<file path="src/rtl/ahb_scratch_slave.sv">
// AHB-Lite scratchpad responder: register-file memory with programmable wait states,
// ERROR responses for bad transfers, and a doorbell interrupt from bit0 of the last word.
module ahb_scratch_slave #(
  parameter int DEPTH_LOG2  = 4,
  parameter int WAIT_STATES = 1
) (
  input  logic        hclk,
  input  logic        hrst_b,
  input  logic        hsel,
  input  logic [31:0] haddr,
  input  logic [1:0]  htrans,
  input  logic        hwrite,
  input  logic [2:0]  hsize,
  input  logic [3:0]  hprot,
  input  logic [31:0] hwdata,
  input  logic        hreadyin,
  output logic [31:0] hrdata,
  output logic        hready,
  output logic [1:0]  hresp,
  output logic        intr
);

  localparam int DEPTH = 1 << DEPTH_LOG2;
  localparam logic [1:0] WS_LAST = (WAIT_STATES > 0) ? 2'(WAIT_STATES - 1) : 2'd0;

  typedef enum logic [2:0] {
    ST_IDLE = 3'd0,
    ST_WAIT = 3'd1,
    ST_DATA = 3'd2,
    ST_ERR1 = 3'd3,
    ST_ERR2 = 3'd4
  } state_t;

  state_t                state_q, state_d;
  logic [DEPTH_LOG2-1:0] idx_q, idx_d;
  logic                  write_q, write_d;
  logic [3:0]            mask_q, mask_d;
  logic [1:0]            wait_cnt_q, wait_cnt_d;
  logic                  intr_q;
  logic [31:0]           mem_q [DEPTH];

  logic                  accept;
  logic                  range_err;
  logic                  size_err;
  logic                  align_err;
  logic                  xfer_err;
  logic [3:0]            lane_mask;
  logic                  do_write;
  logic [DEPTH-1:0]      word_we;
  logic                  unused_ok;

  assign unused_ok = ^{hprot, haddr[31:12], htrans[0]};

  // With the maximum depth every offset in the 4 KB slot maps to a word.
  generate
    if (DEPTH_LOG2 < 10) begin : g_range
      assign range_err = |haddr[11:DEPTH_LOG2+2];
    end else begin : g_full
      assign range_err = 1'b0;
    end
  endgenerate

  assign size_err  = (hsize > 3'd2);
  assign align_err = ((hsize == 3'd1) && haddr[0]) ||
                     ((hsize == 3'd2) && (haddr[1:0] != 2'b00));
  assign xfer_err  = range_err | size_err | align_err;

  always_comb begin
    lane_mask = 4'b1111;
    case (hsize)
      3'd0:    lane_mask = 4'b0001 << haddr[1:0];
      3'd1:    lane_mask = haddr[1] ? 4'b1100 : 4'b0011;
      default: lane_mask = 4'b1111;
    endcase
  end

  // Only states that present hready=1 may take a new address phase.
  assign accept = hsel && htrans[1] && hreadyin &&
                  ((state_q == ST_IDLE) || (state_q == ST_DATA) || (state_q == ST_ERR2));

  always_ff @(posedge hclk or negedge hrst_b) begin
    if (!hrst_b) begin
      state_q    <= ST_IDLE;
      idx_q      <= '0;
      write_q    <= 1'b0;
      mask_q     <= 4'b0000;
      wait_cnt_q <= 2'd0;
    end else begin
      state_q    <= state_d;
      idx_q      <= idx_d;
      write_q    <= write_d;
      mask_q     <= mask_d;
      wait_cnt_q <= wait_cnt_d;
    end
  end

  always_comb begin
    state_d    = state_q;
    idx_d      = idx_q;
    write_d    = write_q;
    mask_d     = mask_q;
    wait_cnt_d = wait_cnt_q;
    case (state_q)
      ST_IDLE, ST_DATA, ST_ERR2: begin
        if (accept) begin
          idx_d   = haddr[DEPTH_LOG2+1:2];
          write_d = hwrite;
          mask_d  = lane_mask;
          if (xfer_err) begin
            state_d = ST_ERR1;
          end else if (WAIT_STATES > 0) begin
            state_d    = ST_WAIT;
            wait_cnt_d = WS_LAST;
          end else begin
            state_d = ST_DATA;
          end
        end else begin
          state_d = ST_IDLE;
        end
      end
      ST_WAIT: begin
        if (wait_cnt_q == 2'd0) begin
          state_d = ST_DATA;
        end else begin
          wait_cnt_d = wait_cnt_q - 2'd1;
        end
      end
      ST_ERR1: state_d = ST_ERR2;
      default: state_d = ST_IDLE;
    endcase
  end

  always_comb begin
    hready = 1'b1;
    hresp  = 2'b00;
    hrdata = '0;
    case (state_q)
      ST_WAIT: hready = 1'b0;
      ST_DATA: hrdata = mem_q[idx_q];
      ST_ERR1: begin
        hready = 1'b0;
        hresp  = 2'b01;
      end
      ST_ERR2: hresp = 2'b01;
      default: ;
    endcase
  end

  assign do_write = (state_q == ST_DATA) && write_q;

  generate
    for (genvar gi = 0; gi < DEPTH; gi++) begin : g_we
      assign word_we[gi] = do_write && (idx_q == DEPTH_LOG2'(gi));
    end
  endgenerate

  always_ff @(posedge hclk or negedge hrst_b) begin
    if (!hrst_b) begin
      for (int w = 0; w < DEPTH; w++) begin
        mem_q[w] <= '0;
      end
    end else begin
      for (int w = 0; w < DEPTH; w++) begin
        for (int b = 0; b < 4; b++) begin
          if (word_we[w] && mask_q[b]) begin
            mem_q[w][8*b +: 8] <= hwdata[8*b +: 8];
          end
        end
      end
    end
  end

  // Doorbell follows the committed memory bit one cycle later.
  always_ff @(posedge hclk or negedge hrst_b) begin
    if (!hrst_b) begin
      intr_q <= 1'b0;
    end else begin
      intr_q <= mem_q[DEPTH-1][0];
    end
  end

  assign intr = intr_q;

endmodule

</file>
<file path="config.mk">
export PLATFORM = sky130hd
export DESIGN_NAME = ahb_scratch_slave
export DESIGN_NICKNAME = d
export VERILOG_FILES = /design/src/rtl/ahb_scratch_slave.sv
export SDC_FILE = /design/constraint.sdc
export NUM_CORES = 1
export LEC_CHECK = 0
export ABC_AREA = 1
export CAP_MARGIN = 20
export CORE_MARGIN = 1
export CORE_UTILIZATION = 60
export CTS_CLUSTER_SIZE = 24
export DETAILED_ROUTE_END_ITERATION = 10
export PLACE_DENSITY_LB_ADDON = 0.05
export SLEW_MARGIN = 40
export SYNTH_ARGS = -nofsm -noshare
export SYNTH_HDL_FRONTEND = slang
export SYNTH_SLANG_ARGS = --single-unit
</file>
<file path="constraint.sdc">
create_clock -name hclk -period 3.1 [get_ports hclk]
set_input_delay 0.62 -clock hclk [delete_from_list [all_inputs] [get_ports hclk]]
set_output_delay 0.62 -clock hclk [all_outputs]
set_load 0.01 [all_outputs]
</file>
==> results of run 1 <==
## registers in the layout, indices dropped and copies added (netlist names)
register	cells
mem_q	512
idx_q	4
mask_q	4
state_q	3
wait_cnt_q	2
intr	1
write_q	1
## metrics by stage
| step | utilization, % | hold WS, ns | instances | total power, mW | TNS (ns) |
|---|---|---|---|---|---|
| after floorplan | - | 0.3244 | 3922 | 13.63 | 0 |
| after global placement | 65.13 | 0.4095 | 4407 | 15.49 | 0 |
| after detailed placement | 65.13 | 0.4076 | 4407 | 15.73 | 0 |
| after CTS | 70.31 | 0.4294 | 4529 | 22.90 | -0.3255 |
| after global routing | 71.37 | 0.4406 | 4541 | 24.70 | -0.6084 |
| final | 71.38 | 0.4285 | 4542 | 23.42 | -0.001007 |
## cell usage after synthesis (3+ instances only)
cell | count | area, µm²
dfrtp_1 | 527 | 13190
nor2_2 | 11 | 68.82
o21ai_1 | 17 | 85.08
clkbuf_1 | 202 | 758.2
clkinv_1 | 3 | 11.26
inv_1 | 10 | 37.54
nand2_1 | 2439 | 9155
inv_2 | 11 | 41.29
buf_2 | 45 | 225.2
o21ai_0 | 157 | 785.8
nor2_1 | 100 | 375.4
buf_1 | 27 | 101.4
nand3_1 | 363 | 1817
## power by group through the flow
| stage | Combinational, mW | Clock (mW) | Sequential [mW] |
|---|---|---|---|
| final | 7.04 | 6.86 | 9.52 |
| after CTS | 6.54 | 6.88 | 9.48 |
| after floorplan | 4.30 | 0 | 9.33 |
| after global placement | 5.98 | 0 | 9.51 |
| after detailed placement | 6.15 | 0 | 9.58 |
| after global routing | 7.85 | 7.14 | 9.71 |
## final timing paths
check	from	endpoint	slack [ns]	cells after the start
setup / recovery	idx_q[0]	hrdata[14]	-0.001	13
max in group asynchronous	hrst_b	mask_q[0]	1.67	3
min in group asynchronous	hrst_b	mem_q[373]	0.49	2
hold reg to reg	mem_q[0]	intr	0.43	0
hold / removal	mem_q[0]	intr	0.43	0
setup reg to reg	state_q[2]	mem_q[71]	0.38	10
## repair_timing
| action | in CTS | in global routing |
|---|---|---|
| hold buffers | 1 | 0 |
| hold endpoints to repair | 33 | 0 |
| endpoints found under the setup margin | 32 | 32 |
| buffers inserted | 10 | 2 |
| gates resized for setup | 152 | 110 |
| pin swaps | 5 | 30 |
| cloned | 10 | 10 |
## logic make-up after synthesis
kind of cell             share of synthesized area [%]
flip-flops                                       49.35
adder cells (fa/ha/maj)                        0.04681
AO/OA/AOI/OAI                                    3.301
other                                          0.01403
AND/OR/NAND/NOR                                  42.87
buffers and inverters                            4.424
## metal layers
layer / track usage [%] / vias up / wire [µm]
met5: 0 / - / 38
li1: - / 12128 / -
met4: 16.05 / 8 / 3164
met2: 59.80 / 1435 / 39480
met1: 53.05 / 12459 / 34890
met3: 6.648 / 248 / 9219
## cell type report
type / count / area (µm²)
Clock buffer: 87 / 1719
Antenna cell: 1 / 2.502
Timing Repair Buffer: 205 / 2409
Tap cell: 585 / 732.0
Sequential cell: 527 / 13200
Clock inverter: 14 / 151.4
Fill cell: 3584 / 12440
Inverter: 24 / 121.4
Multi-Input combinational cell: 3096 / 12650
Timing Repair inverter: 3 / 36.28
==> results.md, run 1 <==
- Status: complete, but fails checks
- Failing checks: negative setup slack
- Die width: 213.0 µm
- Synthesized area per cell: 6.814 µm²
- Comb power frac: 30.1%
- Cell Int Power: 15.06 mW
- DR vias/cell: 5.786
- Ratio of cells with drive above 1 in the final layout: 9.656%
- Cell area power density: 754.9 mW/mm²
- Cells after Synth: 3922
- Area post-placement: 0.02830 mm²
- Cell mode on critical path: nand2_1
- Crit path buffers/inverters: 5
- CP max FO: 12
- Max H-tree Level: 2
- Crit path cell chain: buf_12 > clkinv_16 > buf_12 > buf_16 > nand2_1 > nand2_1 > nand2_1 > nand2_1 > nand2_1 > nand2_2 > nor2_4 > nor2_4 > clkbuf_2
- Total routed wirelength: 86800 µm
- Crit path max-delay family: buffers and inverters
- Core ar.: 0.04346 mm²
- Final Max Slew Viols: 0
- # port buffers: 87
- Setup violators final: 1
- Static leakage: 15.28 nW
- RSZ-0062 raised after global routing: yes
- Dominant synthesized flop cell: dfrtp_1
- Critical Path Slowest Stage Cell: dfrtp_4
- Clock root cell: clkbuf_16
- Crit end category: output port
- Drc violations: 0
- Fin crit share: 100.0%
- Synth unique cells: 23
- Synthesized cell area: 0.02672 mm²
- Vias in the first global route: 24852
- Num CTS Buffers: 56
- Top-Level Pins: 114
- Largest net degree at the start of global routing: 103
- Clock transition at path regs: 0.06 ns
- Post-synth EDFFs: 0
- Peak Freq: 0.3225 GHz
- Critical path arrival: 2.48 ns
- Register area share after synthesis: 49.35%
- ANT nets after route: 0
- Drt pass-1 iters: 6
- Clock share of power: 29.3%
- Worst EP required: 2.48 ns
- Min Tclk post-route: 3.101 ns
- Commonest non-fill, non-tap cell in the layout: nand2_1
- Hold Crit Class: flip-flop to flip-flop
- GRT Util Overall: 38.34%
- YS warnings: 0
- Post-synth ARST share: 100.0%
- Syn Nets: 4001
- CP startpoint kind: flip-flop
- 1st-iter DRT viols: 3320
- First-pass GRT wire length: 134300 µm
- CTS tree: yes
- Grt total ovfl: 0
- Skew final: 0.01211 ns
- Vias after detailed routing: 26278
- Worst VDD drop: 483.3 µV
- Area Overhead vs Synth: 16.07%
- Starting Density: 61.50%
- Die ar.: 0.04539 mm²
- Placer Congestion: 0.9623
- Kind of critical path: flip-flop to output port
- Hpwl dp: 50500 µm
- Place WS: 0.03096 ns
- Num rows: 76
- #FFs+latches synth: 527
- Routed len/inst: 19.11 µm
- Num Clock Sinks: 527
- Rel. slew slack: 35.47%
- Net switching power: 8.359 mW
- Sequential power share: 40.7%
- Fin. Hold Viols: 0
- Worst Tran Pin Value: 0.9650 ns
- Final nets: 3992
- Most frequent cells in the layout: nand2_1 (2364), dfrtp_1 (521), nand3_1 (363)
- Switching part of the total: 35.69%
- Slowest Stage Delay on Critical Path: 0.50 ns
- Worst-skew pair later-pin latency: 0.62 ns
- Maximum root-to-sink buffer count: 3
- Max cap viols: 0
- Final instance area: 0.03102 mm²
- Height of the die: 213.0 µm
- Initial antenna violation count: 4
- Setup ws final: -0.001007 ns
Power figures use the tool's default switching activity.
==> run 2: changes to the inputs <==
GPL_ROUTABILITY_DRIVEN = 1   (was default)
clock period = 3.6 ns   (was 3.1 ns; I/O delays follow)
==> run 2 against run 1 <==
Total power is 16% lower; hold slack worse by 0.44 ns; combinational power is 21% lower; the flow finishes with violations (negative hold slack); critical path type unchanged; critical endpoint is now hrdata[22]; via count is 1.8% lower.
==> results.md, run 2 (same netlist as run 1, synthesis figures left out) <==
- Hold Slack: -0.01033 ns (-0.4388 ns)
- Final nets: 3963 (-0.73%)
- Max H-tree Level: 2 (unchanged)
- Place WS: 0.4735 ns (+0.4426 ns)
- Setup violators final: 0 (-1)
- Clock root cell: clkbuf_16
- Filler Cells Inserted: 3709 (+3.5%)
- Met3 routed WL: 8218 µm (-11%)
- GRT Util Overall: 37.27% (-1.1 points)
- Top-Level Pins: 114 (unchanged)
- # port buffers: 87 (unchanged)
- Largest net degree at the start of global routing: 100 (-2.9%)
- CP max FO: 22 (+10)
- Area post-placement: 0.02809 mm² (-0.75%)
- Cell area power density: 650.0 mW/mm² (-14%)
- Worst EP required: 2.88 ns (+0.40 ns)
- Placer Congestion: 0.8871 (-7.8%)
- First-pass GRT wire length: 130800 µm (-2.6%)
- Drc violations: 0 (unchanged)
- Drt pass-1 iters: 5 (-1)
- Total routed wirelength: 84040 µm (-3.2%)
- Status: complete, but fails checks
- Rel. slew slack: 40.46% (+5.0 points)
- Worst VDD drop: 401.5 µV (-17%)
- Routed len/inst: 18.63 µm (-2.5%)
- Peak Freq: 0.2792 GHz
- Initial antenna violation count: 4 (unchanged)
- Most frequent cells in the layout: nand2_1 (2439), dfrtp_1 (521), nand3_1 (363)
- Fin crit share: 99.48%
- Kind of critical path: flip-flop to output port
- Reg2reg start: state_q[2]
- Area Overhead vs Synth: 13.29%
- Max reg flops: 512 (unchanged)
- Area of the multi-input gates: 0.01238 mm² (-2.1%)
- Final instance area: 0.03028 mm² (-2.4%)
- Met2 Wirelength: 37910 µm (-4.0%)
- Antenna diodes: 0 (-1)
- Num CTS Buffers: 55 (-1.8%)
- CP endpoint: hrdata[22]
- Static leakage: 15.16 nW (-0.80%)
- M1 wire length: 34590 µm (-0.87%)
- CP startpoint kind: flip-flop
- Vias in the first global route: 24070 (-3.1%)
- Top flop regs: mem_q: 512 flops, idx_q: 4 flops, mask_q: 4 flops
- Skew final: 0.01861 ns (+0.006503 ns)
- Num Clock Sinks: 527 (unchanged)
- Maximum root-to-sink buffer count: 3 (unchanged)
- Uppermost layer routed: met5
- Die ar.: 0.04539 mm² (unchanged)
- Hold Buf Count CTS: 0 (-1)
- Non-filler cells, final: 4510 (-0.70%)
- Max cap viols: 0 (unchanged)
- R2r worst-path depth: 10 (unchanged)
- Core ar.: 0.04346 mm² (unchanged)
- FF-to-FF End: mem_q[479]
- Post-Place Cells: 4398 (-0.20%)
- Fin. Hold Viols: 24 (+24)
- Height of the die: 213.0 µm (unchanged)
- Min Tclk post-route: 3.581 ns
- Setup ws final: 0.01860 ns (+0.01961 ns)
- Final Max Slew Viols: 0 (unchanged)
- Grt total ovfl: 0 (unchanged)
- R2R Setup Slk: 0.96 ns (+0.58 ns)
- Commonest non-fill, non-tap cell in the layout: nand2_1
- Clock transition at path regs: 0.06 ns (about the same)
- CTS tree: yes
- Hold Crit Class: input port to asynchronous set/reset pin
- Fin util: 69.67% (-1.7 points)
- Vias after detailed routing: 25818 (-1.8%)
- Ratio of cells with drive above 1 in the final layout: 6.166% (-3.5 points)
- Failing checks: negative hold slack
- Reg with most FFs: mem_q
- Die width: 213.0 µm (unchanged)
- Num rows: 76 (unchanged)
- Critical path arrival: 2.86 ns (+0.38 ns)
- ANT nets after route: 0 (unchanged)
- Hpwl dp: 50680 µm (+0.35%)
- DR vias/cell: 5.725 (-1.1%)
- Worst Tran Pin Value: 0.8903 ns (-0.07462 ns)
- Worst-skew pair later-pin latency: 0.62 ns (about the same)
- Starting Density: 61.50% (unchanged)
- Reg area: 0.01320 mm² (unchanged)
- Crit end category: output port
- Total power: 19.68 mW (-16%)
- Worst Setup SP: idx_q[0]
- 1st-iter DRT viols: 2933 (-12%)
run 2: changes by cell type in the layout (fill, tap and decap cells not counted), moves of 15 or more:
cell and delta:
nor2_2 -15, buf_2 -18, nor2_1 +19, nand2_1 +75, nand2_2 -72, dlygate4sd2_1 +15
run 2: how the worst min path moves through the flow:
| stage | from | end | slack [ns] | cells after the start |
|---|---|---|---|---|
| 6_report | hrst_b | mem_q[375] | -0.01 | 1 |
| 5_1_grt | hrst_b | mem_q[375] | 0.008 | 1 |
| 4_1_cts | hrst_b | mem_q[375] | 0.19 | 1 |
| 3_5_place_dp | mem_q[0] | intr | 0.43 | 0 |
| 3_3_place_gp | mem_q[0] | intr | 0.42 | 0 |
| 2_1_floorplan | mem_q[0] | intr | 0.37 | 0 |
run 2: metrics by stage:
step	hold WS (ns)	TNS, ns
floorplan	0.3683	0
global placement	0.4185	0
detailed placement	0.4344	0
CTS	0.1912	-0.08631
global route	0.008294	-0.02501
finish	-0.01033	0
run 2: layer usage:
metal	global-route usage [%]	vias up
met5	0	-
met4	15.08	6
met2	58.07	1331
li1	-	12052
met3	5.824	212
met1	52.23	12217
run 2: power by group:
group | internal (mW) | switching (mW) | leakage, nW | total [mW]
Combinational | 1.81 | 3.74 | 9.21 | 5.55
Clock | 3.54 | 2.39 | 0.941 | 5.93
Sequential | 7.39 | 0.811 | 5.00 | 8.21
run 2: layout make-up:
class | count | area share (%)
sequential | 527 | 43.60
timing repair buffer | 179 | 6.426
multi-input combinational | 3096 | 40.88
clock buffer | 88 | 5.823
inverter | 24 | 0.4091
tap | 585 | 2.418
timing repair inverter | 1 | 0.02893
clock inverter | 10 | 0.4133
run 2: critical path, stage by stage, from the launching register on:
cell and delay, ns:
dfrtp_4 0.44, buf_12 0.16, clkinv_16 0.15, buf_16 0.22, nand2_1 0.08, nand2_1 0.06
nand2_1 0.06, nand2_1 0.06, nand2_1 0.11, nand2_1 0.06, nor2_1 0.26, nor2_1 0.07
clkdlybuf4s50_1 0.48
run 2: repair_timing:
action | CTS | global route
pin swaps | 0 | 0
gates resized for setup | 24 | 15
cloned | 3 | 5
endpoints found under the setup margin | 32 | 17
setup buffers | 4 | 1
